==> config.mk <==
export PLATFORM = sky130hd
export DESIGN_NAME = config_chain_loader_flat
export DESIGN_NICKNAME = d
export VERILOG_FILES = /design/src/rtl/config_chain_loader_if.sv /design/src/rtl/config_chain_loader.sv /design/src/flat_wrapper.sv
export SDC_FILE = /design/constraint.sdc
export NUM_CORES = 1
export LEC_CHECK = 0
export ABC_AREA = 1
export CAP_MARGIN = 20
export CORE_ASPECT_RATIO = 1.75
export CORE_MARGIN = 4
export CORE_UTILIZATION = 59
export CTS_CLUSTER_DIAMETER = 30
export DETAILED_ROUTE_END_ITERATION = 10
export MAX_ROUTING_LAYER = met4
export PLACE_DENSITY = 0.82
export SLEW_MARGIN = 20
export SYNTH_ARGS = -nofsm -noshare
export SYNTH_HDL_FRONTEND = slang
export SYNTH_SLANG_ARGS = --single-unit
==> constraint.sdc <==
create_clock -name clk -period 4.07 [get_ports clk]
set_clock_uncertainty 0.1 [all_clocks]
set_input_delay 1.221 -clock clk [delete_from_list [all_inputs] [get_ports clk]]
set_output_delay 1.221 -clock clk [all_outputs]
set_load 0.05 [all_outputs]
==> src/rtl/config_chain_loader_if.sv <==
// Host word-load and start port of the configuration chain loader.
interface config_chain_loader_if #(
    parameter int WORD_W = 16
);
    logic              load_valid;
    logic [WORD_W-1:0] load_data;
    logic              load_ready;
    logic              flush;
    logic              start;

    modport master (
        output load_valid, load_data, flush, start,
        input  load_ready
    );

    modport slave (
        input  load_valid, load_data, flush, start,
        output load_ready
    );
endinterface

==> src/rtl/config_chain_loader.sv <==
// Serial writer for the PIRDSP configuration scan chain, MSB of the image first.
// CFG_CHAIN_VERIFY_EN adds a second pass that checks bits returning on the tail.
module config_chain_loader #(
    parameter int CHAIN_LEN = 64,
    parameter int WORD_W    = 16
) (
    input  logic                  clk,
    input  logic                  reset,
    config_chain_loader_if.slave  host,
    output logic                  cfg_in,
    output logic                  cfg_en,
    input  logic                  cfg_return,
    output logic                  busy,
    output logic                  done,
    output logic                  mismatch
);
    localparam int N_WORDS = CHAIN_LEN / WORD_W;
    localparam int IDX_W   = $clog2(CHAIN_LEN);
    localparam int CNT_W   = $clog2(N_WORDS + 1);
    localparam logic [IDX_W-1:0] LAST_IDX = IDX_W'(CHAIN_LEN - 1);
    localparam logic [CNT_W-1:0] FULL     = CNT_W'(N_WORDS);

    typedef enum logic [1:0] {
        IDLE,
        SHIFT,
`ifdef CFG_CHAIN_VERIFY_EN
        VERIFY,
`endif
        DONE
    } state_t;

    state_t               state;
    logic [CHAIN_LEN-1:0] image;
    logic [CNT_W-1:0]     count;
    logic [IDX_W-1:0]     idx;
    logic [IDX_W-1:0]     idx_dec;

    assign idx_dec         = idx - IDX_W'(1);
    assign host.load_ready = (state == IDLE) && (count < FULL);

`ifndef CFG_CHAIN_VERIFY_EN
    logic unused_return;
    assign unused_return = cfg_return;
    assign mismatch      = 1'b0;
`endif

    always_ff @(posedge clk or posedge reset) begin
        if (reset) begin
            state  <= IDLE;
            image  <= '0;
            count  <= '0;
            idx    <= '0;
            cfg_in <= 1'b0;
            cfg_en <= 1'b0;
            busy   <= 1'b0;
            done   <= 1'b0;
`ifdef CFG_CHAIN_VERIFY_EN
            mismatch <= 1'b0;
`endif
        end else begin
            done <= 1'b0;
            unique case (state)
                IDLE: begin
                    if (host.flush) begin
                        count <= '0;
                    end else if (host.start && count == FULL) begin
                        state  <= SHIFT;
                        idx    <= LAST_IDX;
                        cfg_in <= image[LAST_IDX];
                        cfg_en <= 1'b1;
                        busy   <= 1'b1;
`ifdef CFG_CHAIN_VERIFY_EN
                        mismatch <= 1'b0;
`endif
                    end else if (host.load_valid && host.load_ready) begin
                        image[int'(count)*WORD_W +: WORD_W] <= host.load_data;
                        count <= count + CNT_W'(1);
                    end
                end
                SHIFT: begin
                    if (idx == '0) begin
`ifdef CFG_CHAIN_VERIFY_EN
                        // Re-drive the image so the chain ends holding it again.
                        state  <= VERIFY;
                        idx    <= LAST_IDX;
                        cfg_in <= image[LAST_IDX];
`else
                        state  <= DONE;
                        cfg_in <= 1'b0;
                        cfg_en <= 1'b0;
                        busy   <= 1'b0;
                        done   <= 1'b1;
`endif
                    end else begin
                        idx    <= idx_dec;
                        cfg_in <= image[idx_dec];
                    end
                end
`ifdef CFG_CHAIN_VERIFY_EN
                VERIFY: begin
                    if (cfg_return != image[idx]) begin
                        mismatch <= 1'b1;
                    end
                    if (idx == '0) begin
                        state  <= DONE;
                        cfg_in <= 1'b0;
                        cfg_en <= 1'b0;
                        busy   <= 1'b0;
                        done   <= 1'b1;
                    end else begin
                        idx    <= idx_dec;
                        cfg_in <= image[idx_dec];
                    end
                end
`endif
                DONE: begin
                    state <= IDLE;
                end
                default: begin
                    state <= IDLE;
                end
            endcase
        end
    end
endmodule

==> src/flat_wrapper.sv <==
// flat-port wrapper written by rule: the top's interface ports become plain ports
module config_chain_loader_flat 
#(
    parameter int CHAIN_LEN = 64,
    parameter int WORD_W    = 16
)
  (clk, reset, cfg_in, cfg_en, cfg_return, busy, done, mismatch, host_load_valid, host_load_data, host_flush, host_start, host_load_ready);
  config_chain_loader_if #(.WORD_W(WORD_W)) host_i ();
  input  logic clk;
  input  logic reset;
  output logic cfg_in;
  output logic cfg_en;
  input  logic cfg_return;
  output logic busy;
  output logic done;
  output logic mismatch;
  input wire logic [$bits(host_i.load_valid)-1:0] host_load_valid;
  input wire logic [$bits(host_i.load_data)-1:0] host_load_data;
  input wire logic [$bits(host_i.flush)-1:0] host_flush;
  input wire logic [$bits(host_i.start)-1:0] host_start;
  output wire logic [$bits(host_i.load_ready)-1:0] host_load_ready;
  assign host_i.load_valid = host_load_valid;
  assign host_i.load_data = host_load_data;
  assign host_i.flush = host_flush;
  assign host_i.start = host_start;
  assign host_load_ready = host_i.load_ready;
  config_chain_loader #(.CHAIN_LEN(CHAIN_LEN), .WORD_W(WORD_W)) u_core (.clk(clk), .reset(reset), .host(host_i), .cfg_in(cfg_in), .cfg_en(cfg_en), .cfg_return(cfg_return), .busy(busy), .done(done), .mismatch(mismatch));
endmodule
==> qor.yml <==
status:
  status: "complete, no violations"
drt:
  wl_per_cell_um: 16.0
  wl_um: 9830
  drt-initial-drc-count: 331
  drc: 0
  num_vias: 3589
  viasPerCell: 5.84
  ant_nets: 0
  drt_pre_antenna_iters: 5
floorplanning:
  start_util: 0.617
  die_y_um: 118
  dieArea_sq_um: 8390
  rows: 39
  die_w_um: 71.0
  boundaryPins: 28
  core_sq_um: 6640
grt:
  grt_overflow: 0
  grt_util_all_layers: 0.254
  antenna_found_initial: 0
  grt_max_degree: 79
  grt_first_pass_wirelength_um: 16400
  grt_pass1_vias: 3603
sta:
  worst-slew-pin-transition_ns: 0.725
  finalSetupTns_ns: 0
  setup_violations: 0
  layout_min_cycle_time_ns: 3.19
  max_freq_mhz: 313
  finalHoldViolCount: 0
  max_slew_margin: 0.516
  fin_ws_ns: 0.876
  rsz0062_at_grt: "false"
  finalCritPeriodShare: 0.785
  drv_slew: 0
synthesis:
  ys_seq_area_frac: 0.476
  postSynthCellCount: 513
  synth_nets: 541
  syn_area_sq_um: 4100
  synth_cell_types: 31
  synth_seq_cells: 78
  synth_area_leaders: "dfrtp_1 48%, nand2_1 18%, nand3_1 7.7%, o31ai_2 4.3%, o21ai_1 3.9%"
  netlist.area_leader.share: 0.476
  yosys_warnings: 0
  yosys.area.top_type: "dfrtp_1"
  postSynthAreaPerCell_sq_um: 7.99
clocking:
  cts_root_buf: "clkbuf_16"
  htreeDepth: 3
  cts_max_path_buffers: 2
  clkTransAtPathRegs_ns: 0.06
  cts_resized: 0
  cts_buffers: 9
  clock-sinks: 78
  cts_setup_buffers: 0
  worstSkewPairLatency_ns: 0.34
  cts_tree: "yes"
  hold_buffers: 0
layout:
  syn2layout_area_growth_pct: 13.4
  utilization: 0.700
  drive_gt1_frac: 0.0994
  fin_nets: 556
  num_antenna_cells: 0
  fillerInstances: 551
place:
  port_buffers: 25
  dp.final_hpwl_um: 6520
  gp_congestion: 0.893
  place_ws_ns: 0.731
setup_path:
  critPathBufInv: 2
  cp-end-kind: "output pin"
  critPathArrivalTime_ns: 1.87
  crit_family: "buffers and inverters"
  critPathKind: "register to output pin"
  cpMaxStageDelayCell: "clkdlybuf4s50_1"
  worstPathRequired_ns: 2.75
  cp_max_fo: 3
  cp_cell_sequence: "nor2_2, inv_2, nor2_4, clkdlybuf4s50_1"
  critPathLaunchType: "register"
  max_stage_delay_ns: 0.82
power_and_ir_drop:
  power.total_uw: 3140
  pwr_density_cell_nw_per_um2: 676
  irDropWorstVdd_mv: 0.422
  power.leakage_uw: 0.00207
worst_hold_path:
  hp-class: "register to register"
flow_run:
  drv_cap: 0
[worst register-to-register path, stage by stage (launching register included)]
cell and delay [ns]:
dfrtp_1 0.37, inv_2 0.07, ha_1 0.43, inv_2 0.26, nor2_1 0.15, nand2_1 0.08
inv_2 0.25, nand4_2 0.58, buf_4 0.39, nand2_1 0.06, o21ai_1 0.06
[metal layers]
layer	vias up	GRT usage	part of all wire
met2	115	0.419	0.53
met5	-	-	0
met3	22	0.0527	0.055
met1	1744	0.295	0.39
met4	0	0.115	0.021
li1	1708	-	-
[worst paths after layout]
kind	startpoint	to	slack, ns	cells past startpoint
min in group asynchronous	reset	u_core.count[2]	1.19	3
worst max-delay path	u_core.state[1]	host_load_ready	0.88	4
max in group asynchronous	reset	u_core.image[15]	2.35	3
worst min register to register	u_core.image[12]	u_core.image[12]	0.39	2
worst min-delay path	u_core.image[12]	u_core.image[12]	0.39	2
worst max register to register	u_core.count[0]	u_core.image[43]	1.13	10
[Yosys cell counts (all sizes together)]
master  instances
o22ai           1
inv            28
a21oi           5
xor2            1
nand3          67
o31ai          16
nor2           13
clkinv          1
o21ai          54
conb            1
dfrtp          78
a22oi           4
ha              6
clkbuf          5
buf            24
nand2         201
nand4           3
nor3            5
[power breakdown]
group | switching [uW] | leakage [uW] | internal (uW)
Clock | 309 | 0.000135 | 463
Combinational | 978 | 0.000894 | 419
Sequential | 75.5 | 0.00104 | 897
[cell usage in the layout (no fill, tap or decap), drive strengths merged]
cell type / Yosys / routed
a21oi: 5 / 5
a22oi: 4 / 4
buf: 24 / 8
clkbuf: 5 / 14
clkdlybuf4s50: 0 / 25
clkinv: 1 / 1
clkinvlp: 0 / 2
conb: 1 / 1
dfrtp: 78 / 78
ha: 6 / 6
inv: 28 / 28
nand2: 201 / 201
nand3: 67 / 67
nand4: 3 / 3
nor2: 13 / 13
nor3: 5 / 5
o21ai: 54 / 54
o22ai: 1 / 1
o31ai: 16 / 16
xor2: 1 / 1
[logic make-up (layout without fill, tap and decap cells)]
logic type | after synthesis | count (layout) | share of synthesized area
flops | 78 | 78 | 0.476
xor+xnor | 1 | 1 | 0.00214
compound gates | 80 | 80 | 0.128
buf+inv | 58 | 78 | 0.0669
other cells | 1 | 1 | 0.000915
simple gates | 289 | 289 | 0.307
fa+ha+maj | 6 | 6 | 0.0183
[area by class of cell]
class | count | area, sq um | area share
clock buffer | 14 | 274 | 0.0590
inverter | 29 | 109 | 0.0234
clock inverter | 2 | 15.0 | 0.00323
timing repair buffer | 33 | 323 | 0.0695
tap | 82 | 103 | 0.0221
sequential | 78 | 1950 | 0.420
multi-input combinational | 377 | 1870 | 0.403
[registers in the layout (all words and copies together), names as in the netlist]
signal         cells
u_core.image      64
u_core.idx         6
u_core.count       3
u_core.state       2
u_core.cfg_en      1
u_core.cfg_in      1
u_core.done        1
[per-stage QoR]
step           hold slack (ns)  area, sq um  cells
2_1_floorplan            0.352         4100    513
4_1_cts                  0.389         4650    615
5_1_grt                  0.414         4650    615
6_report                 0.387         4650    615
3_5_place_dp             0.375         4360    599
3_3_place_gp             0.366         4360    599
Power figures use the tool's default switching activity.
